`src/rtl/event_encoder_8x3.sv`:
```
// event_encoder_8x3 -- sequential 8-to-3 event encoder (inverse of decoder_3x8).
//
// Each high bit of in_i sampled at a rising edge (while enable=1) is one event.
// Events collect in a pending register and are emitted one per accepted
// transfer as an encoded index on a valid/ready handshake.
//
// Ports:
//   clk_i       in   1      system clock, rising edge
//   rst_i       in   1      synchronous reset, active-high
//   enable      in   1      capture enable; pending events still drain when 0
//   in_i        in   WIDTH  event vector
//   out_o       out  IDX_W  encoded index of the presented event
//   valid_o     out  1      out_o holds a valid index
//   ready_i     in   1      consumer accepts out_o this cycle when valid_o=1
//   pending_o   out  1      OR of the pending register
//   overflow_o  out  1      one-cycle pulse: at least one event was dropped
//
// Build option:
//   EVENT_ENC_ROUND_ROBIN_EN  defined   -> round-robin selection via a pointer
//                                          register advanced past each pick
//                             undefined -> fixed priority, lowest index wins
//
// WIDTH must equal 2**IDX_W so that index arithmetic wraps modulo WIDTH.

module event_encoder_8x3 #(
    parameter int unsigned WIDTH = 8,
    parameter int unsigned IDX_W = 3
) (
    input  logic             clk_i,
    input  logic             rst_i,
    input  logic             enable,
    input  logic [WIDTH-1:0] in_i,
    output logic [IDX_W-1:0] out_o,
    output logic             valid_o,
    input  logic             ready_i,
    output logic             pending_o,
    output logic             overflow_o
);

    logic [WIDTH-1:0] pending_q, pending_d;
    logic [IDX_W-1:0] out_q, out_d;
    logic             valid_q, valid_d;
    logic             overflow_q, overflow_d;

    logic [IDX_W-1:0] search_base;
    logic             slot_free;
    logic             sel_found;
    logic [IDX_W-1:0] sel_idx;
    logic             take;
    logic [WIDTH-1:0] clear_mask;
    logic [WIDTH-1:0] captured;

`ifdef EVENT_ENC_ROUND_ROBIN_EN
    logic [IDX_W-1:0] ptr_q, ptr_d;

    assign search_base = ptr_q;
`else
    assign search_base = '0;
`endif

    // Output register may be refilled when empty or being consumed this cycle.
    assign slot_free = !valid_q || ready_i;

    // Scan pending starting at search_base; the IDX_W-bit sum wraps modulo WIDTH.
    always_comb begin : select_p
        logic [IDX_W-1:0] idx;
        sel_found = 1'b0;
        sel_idx   = '0;
        idx       = '0;
        for (int unsigned i = 0; i < WIDTH; i++) begin
            idx = search_base + IDX_W'(i);
            if (!sel_found && pending_q[idx]) begin
                sel_found = 1'b1;
                sel_idx   = idx;
            end
        end
    end

    assign take = slot_free && sel_found;

    // Output slot next state: load a new index, go idle, or hold under backpressure.
    always_comb begin : slot_p
        out_d      = out_q;
        valid_d    = valid_q;
        clear_mask = '0;
        if (slot_free) begin
            valid_d = sel_found;
            if (sel_found) begin
                out_d               = sel_idx;
                clear_mask[sel_idx] = 1'b1;
            end
        end
    end

    assign captured = enable ? in_i : '0;

    // A bit being cleared and re-set in the same cycle stays pending as a new
    // event; only a set onto a bit that remains pending is a drop.
    assign pending_d  = (pending_q & ~clear_mask) | captured;
    assign overflow_d = |(captured & pending_q & ~clear_mask);

`ifdef EVENT_ENC_ROUND_ROBIN_EN
    assign ptr_d = take ? (sel_idx + IDX_W'(1)) : ptr_q;
`endif

    always_ff @(posedge clk_i) begin
        if (rst_i) begin
            pending_q  <= '0;
            out_q      <= '0;
            valid_q    <= 1'b0;
            overflow_q <= 1'b0;
`ifdef EVENT_ENC_ROUND_ROBIN_EN
            ptr_q      <= '0;
`endif
        end else begin
            pending_q  <= pending_d;
            out_q      <= out_d;
            valid_q    <= valid_d;
            overflow_q <= overflow_d;
`ifdef EVENT_ENC_ROUND_ROBIN_EN
            ptr_q      <= ptr_d;
`endif
        end
    end

    assign out_o      = out_q;
    assign valid_o    = valid_q;
    assign pending_o  = |pending_q;
    assign overflow_o = overflow_q;

endmodule

```
`config.mk`:
```
export PLATFORM = sky130hd
export DESIGN_NAME = event_encoder_8x3
export DESIGN_NICKNAME = d
export VERILOG_FILES = /design/src/rtl/event_encoder_8x3.sv
export SDC_FILE = /design/constraint.sdc
export NUM_CORES = 1
export LEC_CHECK = 0
export BUFFER_PORTS_ARGS = -buffer_cell sky130_fd_sc_hd__buf_2
export CAP_MARGIN = 30
export CORE_AREA = 2 2 51 53
export CTS_CLUSTER_DIAMETER = 50
export DETAILED_ROUTE_END_ITERATION = 12
export DIE_AREA = 0 0 53 55
export PLACE_DENSITY = 0.61
export REMOVE_ABC_BUFFERS = 1
export SLEW_MARGIN = 25
export SYNTH_ARGS = -nofsm -noshare
export SYNTH_HDL_FRONTEND = slang
export SYNTH_SLANG_ARGS = --single-unit
export TNS_END_PERCENT = 100
```
`constraint.sdc`:
```
create_clock -name clk_i -period 3.19 [get_ports clk_i]
set_input_delay 0.638 -clock clk_i [delete_from_list [all_inputs] [get_ports clk_i]]
set_output_delay 0.638 -clock clk_i [all_outputs]
set_load 0.01 [all_outputs]
```
==> results.cfg, run 1 <==
[power_and_ir_drop]
irDropWorstVdd_mv = 0.276
power.total_w = 0.000367
p_leak_nw = 0.330
powerDensity_nw_per_um2 = 462

[worst_setup_path]
r2r_end = overflow_o$_SDFF_PP0_
r2r_slack_ns = 1.71
start_kind = flop
worstPathRequired_ns = 2.55
rr_worst_depth = 4
end_kind = primary output
critical_path_class = flop to primary output
crit_arrival_ns = 1.54
rr_startpoint = pending_q[2]$_SDFF_PP0_
path_max_fanout = 7

[synthesis]
ys.flop_type = dfxtp_1
post_synth_num_cell_types = 29
synthTopCellsByArea = dfxtp_1, a21oi_1, nand2_1
yosys.area.top_type_share = 0.388
ys_seq_elements = 13
yosysSeqAreaShare = 0.388
synth.cell_area_um2 = 671
post-synth-top-area-cell = dfxtp_1
postSynthAreaPerCell_um2 = 7.89
yosysWarnings = 0
async_flop_share = 0
synth_edf_count = 0
synthCells = 85

[clocking]
clockBufferDepth = 2
clockRootBuffer = clkbuf_4
cts_sinks = 13
ctsHoldBuffers = 0
cts_tree = yes
clk_latency_ns = 0.27
clk_pin_slew_worst_paths_ns = 0.08
cts_buffers = 3
cts_setup_buffers = 0
htreeDepth = 1
cts_resized = 0

[drt]
wl_um = 1520
via_per_inst = 5.19
wire_per_inst_um = 11.5
first_iter_violations = 19
drtPass1Iterations = 4
ant_nets = 0
drcViolationCount = 0
num_vias = 685

[placement]
dp_hpwl_um = 1180
place_area_um2 = 769
place_inst = 128
portBuffers = 17
gp_congestion = 0.788
pre_cts_ws_ns = 1.30

[timing]
post-route-period-util = 0.683
final-hold-violation-count = 0
setup_ws_ns = 1.01
setup_tns_ns = 0
drv_slew = 0
rsz0062_at_grt = no
period_needed_ns = 2.18
finClkSkew_ns = 0.00163
tightest_slew_ns = 0.478
slew_headroom = 0.680
max_clock_freq_mhz = 459
finalSetupViolations = 0

[cells_and_area]
fin_area_um2 = 796
stdcell_count = 132
fin_nets = 115
area_delta_synth_final_pct = 18.7
diodes = 0
fillCellCount = 270
drive_gt1_frac = 0.225

[die]
io_pins = 18
die_w_um = 53
core-area_um2 = 2360
die_h_um = 55
initial_core_util = 0.284
placementRows = 18
dieArea_um2 = 2920

[hold_path]
hold_end = out_o[2]$_SDFFE_PP0P_
min_from = out_o[2]$_SDFFE_PP0P_
min_delay_path_depth = 1
hold_class = flop to flop

[outcome]
status = finished, final reports clean

[grt]
grt_pass1_wl_um = 2410
grt_max_degree = 14
grt_pass1_vias = 548
grt_overflow_total = 0
track_usage = 0.115
antenna_found_initial = 0

[flow_run]
cap_violations = 0
==> report_power, final <==
part | total (W) | leakage, nW | internal (W) | switching, W
clock network | 0.0000986 | 0.0150 | 0.0000483 | 0.0000502
registers | 0.000188 | 0.107 | 0.000176 | 0.0000124
logic | 0.0000808 | 0.208 | 0.0000356 | 0.0000452
==> metrics by stage <==
| step | hold WS, ns | utilization |
|---|---|---|
| floorplan | 0.482 | - |
| global placement | 0.456 | 0.325 |
| detailed placement | 0.452 | 0.325 |
| CTS | 0.476 | 0.337 |
| global route | 0.502 | 0.337 |
| finish | 0.471 | 0.337 |
==> cell usage after synthesis (2+ instances only) <==
library cell	count
nor2b_1	2
nand3_1	2
a22oi_1	4
nor2_1	11
a21oi_1	9
clkbuf_1	3
o21a_1	2
dfxtp_1	13
inv_1	3
nand2_1	11
and3_1	2
a31oi_1	2
o21ai_0	5
==> cells in the final DEF, fill, tap and decap left out, types with 2 or more instances in the layout <==
cell | Yosys | layout
inv_1 | 3 | 3
nor2_1 | 11 | 11
o21a_1 | 2 | 2
nand3_1 | 2 | 2
nand2_1 | 11 | 11
a21oi_1 | 9 | 9
buf_2 | 0 | 17
nor2b_1 | 2 | 2
o21ai_0 | 5 | 5
a22oi_1 | 4 | 4
clkbuf_4 | 0 | 3
and3_1 | 2 | 2
dfxtp_1 | 13 | 13
a31oi_1 | 2 | 2
==> area by class of cell <==
type	count	area [um^2]	area share
tap	30	37.5	0.0472
clock buffer	4	26.3	0.0330
timing repair buffer	17	85.1	0.107
sequential	13	260	0.327
inverter	3	11.3	0.0142
multi-input combinational	65	375	0.472
==> kinds of logic (layout without fill, tap and decap cells) <==
family	Yosys count	count (layout)	synth area share
AO/OA/AOI/OAI	32	32	0.312
buffers and inverters	7	24	0.0522
flip-flops	13	13	0.388
AND/OR/NAND/NOR	33	33	0.248
==> worst max-delay path, cell delays in order, from the launching register on <==
cell and delay [ns]:
dfxtp_1 0.38, nor4_4 0.42, and3_2 0.30, inv_1 0.04, buf_2 0.13
==> registers in the layout, indices dropped and copies added, names as in the netlist <==
| signal | count |
|---|---|
| valid_o | 1 |
| overflow_o | 1 |
| out_o | 3 |
| pending_q | 8 |
==> how the worst max path moves through the flow <==
| stage | start | to | depth (start not counted) |
|---|---|---|---|
| global placement | pending_q[2]$_SDFF_PP0_ | pending_o | 4 |
| CTS | pending_q[2]$_SDFF_PP0_ | pending_o | 4 |
| detailed placement | pending_q[2]$_SDFF_PP0_ | pending_o | 4 |
| finish | pending_q[2]$_SDFF_PP0_ | pending_o | 4 |
| global route | pending_q[2]$_SDFF_PP0_ | pending_o | 4 |
| floorplan | pending_q[2]$_SDFF_PP0_ | pending_o | 3 |
==> layer usage <==
metal	vias up	routed length, um	part of all wire	GRT usage
li1	345	-	-	-
met1	325	730	0.48	0.150
met2	13	708	0.47	0.175
met3	2	68	0.045	0.0188
met4	0	8	0.0053	0.0769
met5	-	0	0	0
Power figures use the tool's default switching activity.
==> inputs of run 2 (changes only) <==
==> constraint.sdc (replaced) <==
create_clock -name clk_i -period 2.1 [get_ports clk_i]
set_input_delay 0.42 -clock clk_i [delete_from_list [all_inputs] [get_ports clk_i]]
set_output_delay 0.42 -clock clk_i [all_outputs]
set_load 0.01 [all_outputs]
==> results.cfg, run 2 (same netlist as run 1, synthesis figures left out) <==
[hold_path]
min_from = in_i[3]
hold_end = pending_q[3]$_SDFF_PP0_
min_delay_path_depth = 3
hold_class = input pin to flop

[timing]
fin_hold_ws_ns = 0.409
period_needed_ns = 1.81
max_clock_freq_mhz = 552
finClkSkew_ns = 0.00262
slew_headroom = 0.685
post-route-period-util = 0.862
rsz0062_at_grt = no
final-hold-violation-count = 0
tightest_slew_ns = 0.472
setup_tns_ns = 0
finalSetupViolations = 0
drv_slew = 0

[die]
die_h_um = 55
core-area_um2 = 2360
initial_core_util = 0.284
placementRows = 18
io_pins = 18
dieArea_um2 = 2920
die_w_um = 53

[grt]
grt_overflow_total = 0
grt_pass1_vias = 616
antenna_found_initial = 0
grt_max_degree = 14
grt_pass1_wl_um = 2670
track_usage = 0.122

[worst_setup_path]
end_kind = primary output
path_max_fanout = 6
rr_worst_depth = 5
rr_startpoint = pending_q[2]$_SDFF_PP0_
critical_path_class = flop to primary output
r2r_end = overflow_o$_SDFF_PP0_
r2r_slack_ns = 0.65
start_kind = flop
worstPathRequired_ns = 1.68
crit_arrival_ns = 1.39

[cells_and_area]
fin_nets = 116
diodes = 0
stdcell_count = 133
final_cell_mix = buf_2, dfxtp_1, nor2_1, nand2_1, a21oi_1
layout_commonest_cell = buf_2
largest-register = pending_q
drive_gt1_frac = 0.233
area_delta_synth_final_pct = 19.8
largest_reg_flops = 8

[clocking]
htreeDepth = 1
cts_setup_buffers = 0
cts_buffers = 3
clk_pin_slew_worst_paths_ns = 0.08
ctsHoldBuffers = 0
cts_tree = yes
cts_resized = 0
clk_latency_ns = 0.27
cts_sinks = 13
clockBufferDepth = 2
clockRootBuffer = clkbuf_4

[placement]
dp_hpwl_um = 1190
gp_congestion = 0.837
place_inst = 129
portBuffers = 17

[flow_run]
cap_violations = 0

[drt]
via_per_inst = 5.07
num_vias = 674
wl_um = 1530
drcViolationCount = 0
first_iter_violations = 13
drtPass1Iterations = 4
wire_per_inst_um = 11.5
ant_nets = 0

[power_and_ir_drop]
powerDensity_nw_per_um2 = 700
irDropWorstVdd_mv = 0.388
p_leak_nw = 0.335
power.total_w = 0.000562

[outcome]
status = finished, final reports clean
[run 2: cell count changes in the layout (fill, tap and decap cells not counted)]
| cell | before | now |
|---|---|---|
| buf_4 | 0 | 1 |
[run 2: per-layer routing]
metal / routed length [um] / global-route usage / share of wire / vias to the layer above
met5: 0 / 0 / 0 / -
met4: 0 / 0.0513 / 0 / 0
met3: 76 / 0.0161 / 0.050 / 0
met2: 710 / 0.181 / 0.46 / 19
met1: 741 / 0.178 / 0.48 / 311
li1: - / - / - / 344
[run 2: worst max-delay path by stage]
stage	startpoint	endpoint	slack, ns	cells after the start
final	pending_q[2]$_SDFF_PP0_	pending_o	0.29	4
after global routing	pending_q[2]$_SDFF_PP0_	pending_o	0.22	4
after CTS	pending_q[2]$_SDFF_PP0_	pending_o	0.28	4
after detailed placement	pending_q[2]$_SDFF_PP0_	pending_o	0.59	4
after global placement	pending_q[2]$_SDFF_PP0_	pending_o	0.60	4
after floorplan	pending_q[2]$_SDFF_PP0_	pending_o	0.62	3
[run 2: area by class of cell]
type / count / area [um^2]
clock buffers: 4 / 26.3
fillers: 258 / 1560
inverters: 3 / 11.3
multi-input cells: 65 / 375
flip-flops and latches: 13 / 260
well taps: 30 / 37.5
repair buffers: 18 / 92.6
[run 2: per-stage QoR]
stage / cell area, um^2 / setup WS [ns] / util
after floorplan: 647 / 0.620 / -
after global placement: 777 / 0.597 / 0.329
after detailed placement: 777 / 0.590 / 0.329
after CTS: 803 / 0.280 / 0.340
after global routing: 803 / 0.219 / 0.340
final: 803 / 0.289 / 0.340
[run 2: where the power goes]
group | internal (W) | switching [W]
registers | 0.000267 | 0.0000197
logic | 0.0000571 | 0.0000687
clock network | 0.0000734 | 0.0000763
total | 0.000397 | 0.000165
[run 2: critical path, cell delays in order (launching register included)]
cell and delay (ns):
dfxtp_1 0.39, nor4_4 0.31, and3_2 0.26, inv_1 0.04, buf_2 0.13
==> inputs of run 3 (changes only) <==
--- a/config.mk
+++ b/config.mk
@@ -7,10 +7,10 @@
 export LEC_CHECK = 0
 export BUFFER_PORTS_ARGS = -buffer_cell sky130_fd_sc_hd__buf_2
 export CAP_MARGIN = 30
-export CORE_AREA = 2 2 51 53
+export CORE_AREA = 10 10 59 61
 export CTS_CLUSTER_DIAMETER = 50
 export DETAILED_ROUTE_END_ITERATION = 12
-export DIE_AREA = 0 0 53 55
+export DIE_AREA = 0 0 69 71
 export PLACE_DENSITY = 0.61
 export REMOVE_ABC_BUFFERS = 1
 export SLEW_MARGIN = 25
==> results.cfg, run 3 (same netlist as run 1, synthesis figures left out) <==
[outcome]
status = finished, final reports clean

[clocking]
cts_sinks = 13
cts_resized = 0
ctsHoldBuffers = 0
cts_buffers = 3
clockRootBuffer = clkbuf_4
cts_setup_buffers = 0
clk_latency_ns = 0.27
htreeDepth = 1
clockBufferDepth = 2
cts_tree = yes
clk_pin_slew_worst_paths_ns = 0.07

[timing]
final-hold-violation-count = 0
rsz0062_at_grt = no
post-route-period-util = 0.859
drv_slew = 0
slew_headroom = 0.744
finClkSkew_ns = 0.000469
setup_tns_ns = 0
max_clock_freq_mhz = 554
period_needed_ns = 1.80
fin_hold_ws_ns = 0.410
tightest_slew_ns = 0.383
finalSetupViolations = 0

[grt]
grt_max_degree = 14
antenna_found_initial = 0
grt_pass1_vias = 682
grt_pass1_wl_um = 3120
grt_overflow_total = 0
track_usage = 0.0748

[cells_and_area]
largest-register = pending_q
largest_reg_flops = 8
layout_commonest_cell = buf_2
area_delta_synth_final_pct = 20.9
drive_gt1_frac = 0.240
diodes = 0
fin_area_um2 = 811
final_cell_mix = buf_2, dfxtp_1, nor2_1, nand2_1, a21oi_1
stdcell_count = 134
fin_nets = 117
fillCellCount = 280

[die]
die_w_um = 69
die_h_um = 71
dieArea_um2 = 4900
initial_core_util = 0.281
placementRows = 18
io_pins = 18
core-area_um2 = 2390

[placement]
gp_congestion = 0.801
place_inst = 130
place_area_um2 = 785
portBuffers = 17
dp_hpwl_um = 1360

[worst_setup_path]
end_kind = primary output
path_max_fanout = 6
critical_path_class = flop to primary output
crit_arrival_ns = 1.38
start_kind = flop
worstPathRequired_ns = 1.68

[flow_run]
cap_violations = 0

[drt]
ant_nets = 0
first_iter_violations = 10
via_per_inst = 5.22
drtPass1Iterations = 4
num_vias = 700
drcViolationCount = 0
wire_per_inst_um = 13.1
wl_um = 1750

[power_and_ir_drop]
powerDensity_nw_per_um2 = 697
p_leak_nw = 0.340
irDropWorstVdd_mv = 0.478

[hold_path]
hold_class = input pin to flop
-- run 3: cell types whose count changed in the layout (fill, tap and decap cells not counted) --
cell and delta:
buf_4 +1
-- run 3: final cells by class --
type                            count  area [um^2]  share of cell area
Sequential cell                    13          260               0.321
Clock buffer                        4         26.3              0.0324
Multi-Input combinational cell     65          375               0.463
Inverter                            3         11.3              0.0139
Timing Repair Buffer               19          100               0.123
Tap cell                           30         37.5              0.0463
-- run 3: power breakdown --
part	internal, W	switching, W
Sequential	0.000267	0.0000192
Clock	0.0000735	0.0000756
Combinational	0.0000588	0.0000711
-- run 3: layer usage --
metal | wire length (um) | GRT usage | vias to the layer above
met5 | 0 | 0 | -
met4 | 51 | 0.0537 | 0
met3 | 88 | 0.0209 | 4
met2 | 829 | 0.119 | 18
met1 | 780 | 0.0842 | 332
li1 | - | - | 346
-- run 3: worst max-delay path, stage by stage, from the launching register on --
cell and delay, ns:
dfxtp_1 0.38, nor4_4 0.30, and3_2 0.26, inv_1 0.04, buf_2 0.13
-- run 3: path summary, 6_finish.rpt --
path	startpoint	end	slack, ns	cells past startpoint
worst min-delay path	in_i[7]	pending_q[7]$_SDFF_PP0_	0.41	3
worst max register to register	pending_q[2]$_SDFF_PP0_	overflow_o$_SDFF_PP0_	0.63	5
worst max-delay path	pending_q[2]$_SDFF_PP0_	pending_o	0.30	4
worst min register to register	out_o[1]$_SDFFE_PP0P_	out_o[1]$_SDFFE_PP0P_	0.47	1
-- run 3: through the flow --
step	power, W	utilization	setup WS, ns
2_1_floorplan	0.000366	-	0.620
3_3_place_gp	0.000420	0.329	0.592
3_5_place_dp	0.000422	0.329	0.601
4_1_cts	0.000571	0.340	0.293
5_1_grt	0.000610	0.340	0.182
6_report	0.000565	0.340	0.297
